===== src/rtl/draw_point_arbiter.sv =====
// rtl/draw_point_arbiter.sv - two-requester round-robin DrawPoint arbiter with frame clear
module draw_point_arbiter #(
  parameter int HRES = 320,
  parameter int VRES = 240
) (
  input  logic        piul1Clock,
  input  logic        piul1Reset_n,
  input  logic        piul1ClearReq,
  input  logic [11:0] piul12ClearRgb,
  input  logic        piul1Req0Valid,
  input  logic [8:0]  piul9Req0PosX,
  input  logic [8:0]  piul9Req0PosY,
  input  logic [11:0] piul12Req0Rgb,
  output logic        poul1Req0Ready,
  input  logic        piul1Req1Valid,
  input  logic [8:0]  piul9Req1PosX,
  input  logic [8:0]  piul9Req1PosY,
  input  logic [11:0] piul12Req1Rgb,
  output logic        poul1Req1Ready,
  output logic        poul1Update,
  output logic [8:0]  poul9PosX,
  output logic [8:0]  poul9PosY,
  output logic [11:0] poul12Rgb12Data,
  output logic        poul1ClearBusy,
  output logic        poul1ClearDone,
  output logic [15:0] poul16DropCount
);

  localparam logic [8:0] X_LAST = 9'(HRES - 1);
  localparam logic [8:0] Y_LAST = 9'(VRES - 1);
  localparam logic [9:0] X_LIM  = 10'(HRES);
  localparam logic [9:0] Y_LIM  = 10'(VRES);

  typedef enum logic [1:0] {ST_IDLE, ST_CLEAR, ST_DONE} state_t;

  state_t      state_q, state_d;
  logic [8:0]  x_q, x_d, y_q, y_d;
  logic [11:0] clr_rgb_q, clr_rgb_d;
  logic        last_q, last_d;
  logic        update_q, update_d;
  logic [8:0]  pos_x_q, pos_x_d, pos_y_q, pos_y_d;
  logic [11:0] rgb_q, rgb_d;
  logic        busy_q, busy_d;
  logic        done_q, done_d;
  logic [15:0] drop_q, drop_d;

  logic        gnt0, gnt1, accept_ok, ready0, ready1;
  logic [8:0]  sel_x, sel_y;
  logic [11:0] sel_rgb;

  // Round-robin grant and combinational readies; last_q==1 means requester 1 won last
  always_comb begin
    gnt0      = piul1Req0Valid && (!piul1Req1Valid || last_q);
    gnt1      = piul1Req1Valid && (!piul1Req0Valid || !last_q);
    accept_ok = piul1Reset_n && (state_q == ST_IDLE) && !piul1ClearReq;
    ready0    = accept_ok && gnt0;
    ready1    = accept_ok && gnt1;
    sel_x     = ready1 ? piul9Req1PosX : piul9Req0PosX;
    sel_y     = ready1 ? piul9Req1PosY : piul9Req0PosY;
    sel_rgb   = ready1 ? piul12Req1Rgb : piul12Req0Rgb;
  end

  assign poul1Req0Ready = ready0;
  assign poul1Req1Ready = ready1;

  // Next-state: point transfers in IDLE, raster clear sweep, one-cycle DONE
  always_comb begin
    state_d   = state_q;
    x_d       = x_q;
    y_d       = y_q;
    clr_rgb_d = clr_rgb_q;
    last_d    = last_q;
    update_d  = 1'b0;
    pos_x_d   = pos_x_q;
    pos_y_d   = pos_y_q;
    rgb_d     = rgb_q;
    busy_d    = 1'b0;
    done_d    = 1'b0;
    drop_d    = drop_q;
    case (state_q)
      ST_IDLE: begin
        if (piul1ClearReq) begin
          // First clear pixel goes out together with entering CLEAR
          state_d   = ST_CLEAR;
          clr_rgb_d = piul12ClearRgb;
          x_d       = '0;
          y_d       = '0;
          update_d  = 1'b1;
          pos_x_d   = '0;
          pos_y_d   = '0;
          rgb_d     = piul12ClearRgb;
          busy_d    = 1'b1;
        end else if (ready0 || ready1) begin
          last_d = ready1;
          if (({1'b0, sel_x} < X_LIM) && ({1'b0, sel_y} < Y_LIM)) begin
            update_d = 1'b1;
            pos_x_d  = sel_x;
            pos_y_d  = sel_y;
            rgb_d    = sel_rgb;
          end else if (drop_q != 16'hFFFF) begin
            drop_d = drop_q + 16'd1;
          end
        end
      end
      ST_CLEAR: begin
        // x_q/y_q track the pixel currently on the write port
        if (x_q == X_LAST && y_q == Y_LAST) begin
          state_d = ST_DONE;
          done_d  = 1'b1;
        end else begin
          if (x_q == X_LAST) begin
            x_d = '0;
            y_d = y_q + 9'd1;
          end else begin
            x_d = x_q + 9'd1;
          end
          update_d = 1'b1;
          busy_d   = 1'b1;
          pos_x_d  = x_d;
          pos_y_d  = y_d;
          rgb_d    = clr_rgb_q;
        end
      end
      ST_DONE: begin
        state_d = ST_IDLE;
      end
      default: begin
        state_d = ST_IDLE;
      end
    endcase
  end

  // State and registered outputs; reset leaves requester 1 as last winner
  always_ff @(posedge piul1Clock or negedge piul1Reset_n) begin
    if (!piul1Reset_n) begin
      state_q   <= ST_IDLE;
      x_q       <= '0;
      y_q       <= '0;
      clr_rgb_q <= '0;
      last_q    <= 1'b1;
      update_q  <= 1'b0;
      pos_x_q   <= '0;
      pos_y_q   <= '0;
      rgb_q     <= '0;
      busy_q    <= 1'b0;
      done_q    <= 1'b0;
      drop_q    <= '0;
    end else begin
      state_q   <= state_d;
      x_q       <= x_d;
      y_q       <= y_d;
      clr_rgb_q <= clr_rgb_d;
      last_q    <= last_d;
      update_q  <= update_d;
      pos_x_q   <= pos_x_d;
      pos_y_q   <= pos_y_d;
      rgb_q     <= rgb_d;
      busy_q    <= busy_d;
      done_q    <= done_d;
      drop_q    <= drop_d;
    end
  end

  assign poul1Update     = update_q;
  assign poul9PosX       = pos_x_q;
  assign poul9PosY       = pos_y_q;
  assign poul12Rgb12Data = rgb_q;
  assign poul1ClearBusy  = busy_q;
  assign poul1ClearDone  = done_q;
  assign poul16DropCount = drop_q;

endmodule

===== config.mk =====
export PLATFORM = sky130hd
export DESIGN_NAME = draw_point_arbiter
export DESIGN_NICKNAME = d
export VERILOG_FILES = /design/src/rtl/draw_point_arbiter.sv
export SDC_FILE = /design/constraint.sdc
export NUM_CORES = 1
export LEC_CHECK = 0
export CORE_ASPECT_RATIO = 1.5
export CORE_MARGIN = 2
export CORE_UTILIZATION = 48
export CTS_CLUSTER_DIAMETER = 60
export DETAILED_ROUTE_END_ITERATION = 10
export PLACE_DENSITY = 0.8
export SLEW_MARGIN = 10
export SYNTH_ARGS = -nofsm -noshare
export SYNTH_HDL_FRONTEND = slang
export SYNTH_SLANG_ARGS = --single-unit

===== constraint.sdc =====
create_clock -name piul1Clock -period 2.5 [get_ports piul1Clock]
set_input_delay 0.25 -clock piul1Clock [delete_from_list [all_inputs] [get_ports piul1Clock]]
set_output_delay 0.25 -clock piul1Clock [all_outputs]
set_load 0.01 [all_outputs]

Word-level counts from Yosys, hierarchy flattened

Cells that the tools add are included.

Input port bits: 77
Register bits: 82
Word-level logic and storage cells: 86

Bitwise operators: 2
Reductions and logical operators: 23
Muxes and demuxes: 35
Add/sub/neg operators: 3
Eq/ne operators: 9
Magnitude comparators: 2

Operator list:

| kind                                                       | number |
|---|---|
| 2-to-1 mux 9 bit                                           | 13 |
| one-hot mux 9 bit (2 select lines)                         | 4 |
| 2-to-1 mux 12 bit                                          | 5 |
| one-hot mux 12 bit (2 select lines)                        | 1 |
| adder 9 x 1 -> 9 bit, second input constant                | 2 |
| adder 16 x 1 -> 16 bit, second input constant              | 1 |
| != test 16 bit, second input constant                      | 1 |
| == test 9 x 8 -> 1 bit, second input constant              | 1 |
| == test 9 bit, second input constant                       | 1 |
| less-than comparator 9 x 8 -> 1 bit, second input constant | 1 |
| less-than comparator 9 bit, second input constant          | 1 |
| logical AND 1 bit                                          | 8 |
| 2-to-1 mux 1 bit                                           | 7 |
| != test 2 bit, second input constant                       | 3 |
| != test 3 x 2 -> 1 bit, second input constant              | 2 |
| AND reduction 3 bit                                        | 2 |
| AND reduction 5 bit                                        | 1 |
| logical NOT 1 bit                                          | 4 |
| 2-to-1 mux 2 bit                                           | 2 |
| one-hot mux 1 bit (2 select lines)                         | 2 |
| one-hot mux 2 bit (2 select lines)                         | 1 |
| AND reduction 2 bit                                        | 2 |
| AND reduction 4 bit                                        | 1 |
| logical OR 1 bit                                           | 3 |
| other kinds (4)                                            | 5 |

Longest topological paths before layout

Word-level depth: 11
Depth in mapped cells: 9
Mapped depth without buffers: 7

Worst setup path before layout

Ideal clock, no wire load.

Path type: register -> register
Start point: register x_q[0]
End point: register pos_x_q[1] (netlist: poul9PosX[1])
Setup time: 125 ps
Cell stages (with the launch flop): 10
Slack: 341 ps
Arrival: 2035 ps
Cell sequence: dfrtp_1 > ha_1 > buf_2 > and4b_1 > nand4_2 > a21oi_4 > inv_2 > a21oi_4 > buf_4 > mux2_2

Longest elaborated chain between the ends: 4

RTL lines:

| element                                                                          | line          | source |
|---|---|---|
| start: declaration                                                               | 37            | `logic [8:0] x_q, x_d, y_q, y_d;` |
| start signal: assignment                                                         | 137           | `x_q <= '0;` |
| start signal: assignment                                                         | 150           | `x_q <= x_d;` |
| adder 9 x 1 -> 9 bit / == test 9 bit (equally long branches)                     | 115, 107, 111 |  |
| 2-to-1 mux 9 bit / logical AND 1 bit (equally long branches)                     | 111, 107      |  |
| 2-to-1 mux 9 bit / != test 2 bit (equally long branches)                         | --            |  |
| one-hot mux 9 bit (2 select lines) / AND reduction 4 bit (equally long branches) | --            |  |
| end signal: assignment                                                           | 155           | `pos_x_q <= pos_x_d;` |
| end: declaration                                                                 | 41            | `logic [8:0] pos_x_q, pos_x_d, pos_y_q, pos_y_d;` |

Several ways; a longest one is shown, not always the timed one. The select of a mux whose other input is x is not followed.
A chain may end at the register's enable or synchronous reset.

Worst setup path after layout

Start point: register state_q[1]
End point: output port poul1Req1Ready

Longest elaborated chain between the ends: 4

RTL lines:

| element                        | line | source |
|---|---|---|
| start: declaration             | 36   | `state_t state_q, state_d;` |
| start signal: assignment       | 149  | `state_q <= state_d;` |
| logical NOT 2 bit              | 55   | `accept_ok = piul1Reset_n && (state_q == ST_IDLE) && !piul1ClearReq;` |
| logical AND 1 bit (2 in a row) | 55   |  |
| logical AND 1 bit              | 57   | `ready1 = accept_ok && gnt1;` |
| end: declaration               | 19   | `output logic poul1Req1Ready,` |

No other way between the ends.

==> run summary <==
Status -> complete, no violations
Layout cells sized above 1 -> 0.1303
CTS sink cnt -> 82
Setup TNS Final -> 0 ns
Worst hold slack -> 0.2006 ns
Die Wd -> 82.82 um
Vias per cell -> 5.713
Area Overhead vs Synth -> 40.84%
Filler instances -> 682
Initial antenna violation count -> 0
Hold_buf cts -> 0
Synth area leaders -> dfrtp_1 45%, mux2i_1 7.2%, mux2_1 6.5%
Sequential cell area -> 2053 um^2
Largest area contributor in the netlist -> dfrtp_1
Vias in the first global route -> 3920
Min-delay worst type -> input port to asynchronous set/reset pin
Synthesis Warnings -> 0
Row count -> 43
H-tree levels -> 3
Slew Limit Fails -> 0
Most frequent cells in the layout -> 126 x clkdlybuf4s50_1, 81 x dfrtp_1, 32 x mux2i_1
Ys async rst share -> 1.000
Clk Latency, worst-skew pair -> 0.34 ns
Clock skew -> 0.006468 ns
RSZ-0062 raised after global routing -> no
Slew headroom -> 0.3089
Number of flops mapped to enable cells by yosys -> 0
Syn Std Cell Area -> 4473 um^2
Die area -> 10120 um^2
Setup repair bufs after CTS -> 0
Crit path kind -> flop to output pin
Post-route clock period utilization -> 0.9282
Max VDD drop -> 0.4471 mV
Pwr dens -> 792.3 nW/um^2
Vias -> 3885
Grt ovf -> 0
Gr usage total -> 0.2481
Commonest non-fill, non-tap cell in the layout -> clkdlybuf4s50_1
Worst Max-Slew Pin Slew -> 1.037 ns
Dpl hpwl -> 8.663 mm
Post-DP Area -> 5961 um^2
Leak -> 2.777 nW
Element type at the critical path end -> output pin
Final min period -> 2.320 ns
Final setup vio count -> 0
Clock transition at path regs -> 0.06 ns
Port bufs -> 127
Max Cap Viol -> 0
Final instance area -> 6300 um^2
WL/cell -> 17.89 um
CTS root buf -> clkbuf_16
Global-route wire length before repair -> 19.84 mm
Cell count after synthesis -> 426
# diodes -> 0
Initial core utilization -> 0.4891
CTS tree -> built
Fmax -> 430.9 MHz
Top-area cell type share of the netlist area -> 0.4531
Final hold violations -> 0
Syn Area/Cell -> 10.50 um^2
IO Pins -> 128
TritonCTS Buffers -> 9
Routed WL -> 12.17 mm
ANT nets after route -> 0
PostCTS Resize Cnt -> 0
Critical-path maximum fanout -> 9
Seq cells post-synth -> 82
Core ar. -> 9146 um^2
Routability cong. -> 0.8773
Crit path DAT -> 2.07 ns
Top FF cell, synth -> dfrtp_1
CP Launch Type -> flop
Area occupied by multi-input gates -> 2276 um^2
Worst EP required -> 2.25 ns
Detailed-route DRC error count -> 0
Clock Tree Buf Depth -> 2
Synthesized Nets -> 506
DIE HEIGHT -> 122.2 um
Nets -> 643
Yosys cell types -> 55
1st-iter DRT viols -> 180
Largest net degree at the start of global routing -> 83
Sequential area share after synthesis -> 0.4590
Initial DRT Pass Iterations -> 4
## synth_stat cells, types with 2 or more instances
cell type   n
and4b_1     2
nand4_1     7
mux2_1     26
nand4b_1    2
or4_1       2
nor2b_1     4
inv_2       2
nand2b_1    3
xor2_1     15
nand3_1    13
o22ai_1    27
o31ai_1     2
ha_1        3
and4_1      2
clkbuf_1   10
nor2_1     30
xnor2_1     9
nor4b_1     2
o21bai_1    2
a21oi_4     2
o21ai_0    24
dfrtp_1    81
a31oi_1     4
a22o_1      2
nor4_1      4
mux2_2     17
inv_1       6
nor4_2      3
buf_1       2
nand2_1    31
nor3_1      9
a21oi_1    14
and3_1      2
buf_4       2
buf_2       9
mux2i_1    32
## state kept, by name, summed over array words and instances, names as in the netlist
signal and cells:
x_q 9, poul9PosY 9, clr_rgb_q 12, poul16DropCount 16
y_q 9, poul1Update 1, state_q 2, poul1ClearBusy 1
poul9PosX 9, last_q 1, poul1ClearDone 1, poul12Rgb12Data 12
## final timing paths
path | start | to | slack [ns] | cells after the start
worst max-delay path | state_q[1] | poul1Req1Ready | 0.18 | 4
worst min register to register | poul9PosY[5] | poul9PosY[5] | 0.49 | 1
worst min-delay path | piul1Reset_n | poul12Rgb12Data[6] | 0.20 | 2
worst max register to register | y_q[0] | poul12Rgb12Data[0] | 0.22 | 8
max in group asynchronous | piul1Reset_n | poul12Rgb12Data[1] | 1.61 | 2
min in group piul1Clock | poul9PosY[5] | poul9PosY[5] | 0.49 | 1
## per-layer routing
| metal | up-vias | GRT usage | wire, um |
|---|---|---|---|
| met2 | 137 | 0.4350 | 6321 |
| met1 | 1888 | 0.2925 | 4848 |
| met3 | 16 | 0.07128 | 780 |
| met5 | - | 0 | 0 |
| li1 | 1844 | - | - |
| met4 | 0 | 0.08504 | 217 |
## cells by family after synthesis
kind of cell	share of synthesized area
compound gates	0.1220
mux	0.1799
buf+inv	0.03384
flops	0.4590
fa+ha+maj	0.008393
xor+xnor	0.04699
simple gates	0.1499
## critical path: stages, from the launching register on
cell and delay, ns:
dfrtp_1 0.45, nor4b_4 0.34, nand3_2 0.29, inv_1 0.12, clkdlybuf4s50_1 0.54
## area by class of cell
type | count | area share
clock buffer | 12 | 0.04230
clock inverter | 4 | 0.01152
inverter | 8 | 0.004767
multi-input combinational | 311 | 0.3613
sequential | 82 | 0.3259
tap | 112 | 0.02224
timing repair buffer | 151 | 0.2320
## power by group
part	leakage (nW)	internal [mW]	total [mW]	switching [mW]
Combinational	1.58	0.878	1.52	0.640
Sequential	1.03	1.69	2.00	0.310
Clock	0.165	0.954	1.47	0.518
Total	2.78	3.52	4.99	1.47
## per-stage QoR
stage          power, mW  worst slack, ns  cells    util
6_report           4.992           0.1795    680  0.6888
5_1_grt            5.278          0.05416    680  0.6888
4_1_cts            5.027           0.1614    680  0.6888
3_5_place_dp       3.530           0.1522    664  0.6517
3_3_place_gp       3.464           0.1859    664  0.6517
2_1_floorplan      2.747           0.3405    426       -
Note: power is estimated with default switching activity, not from simulation.
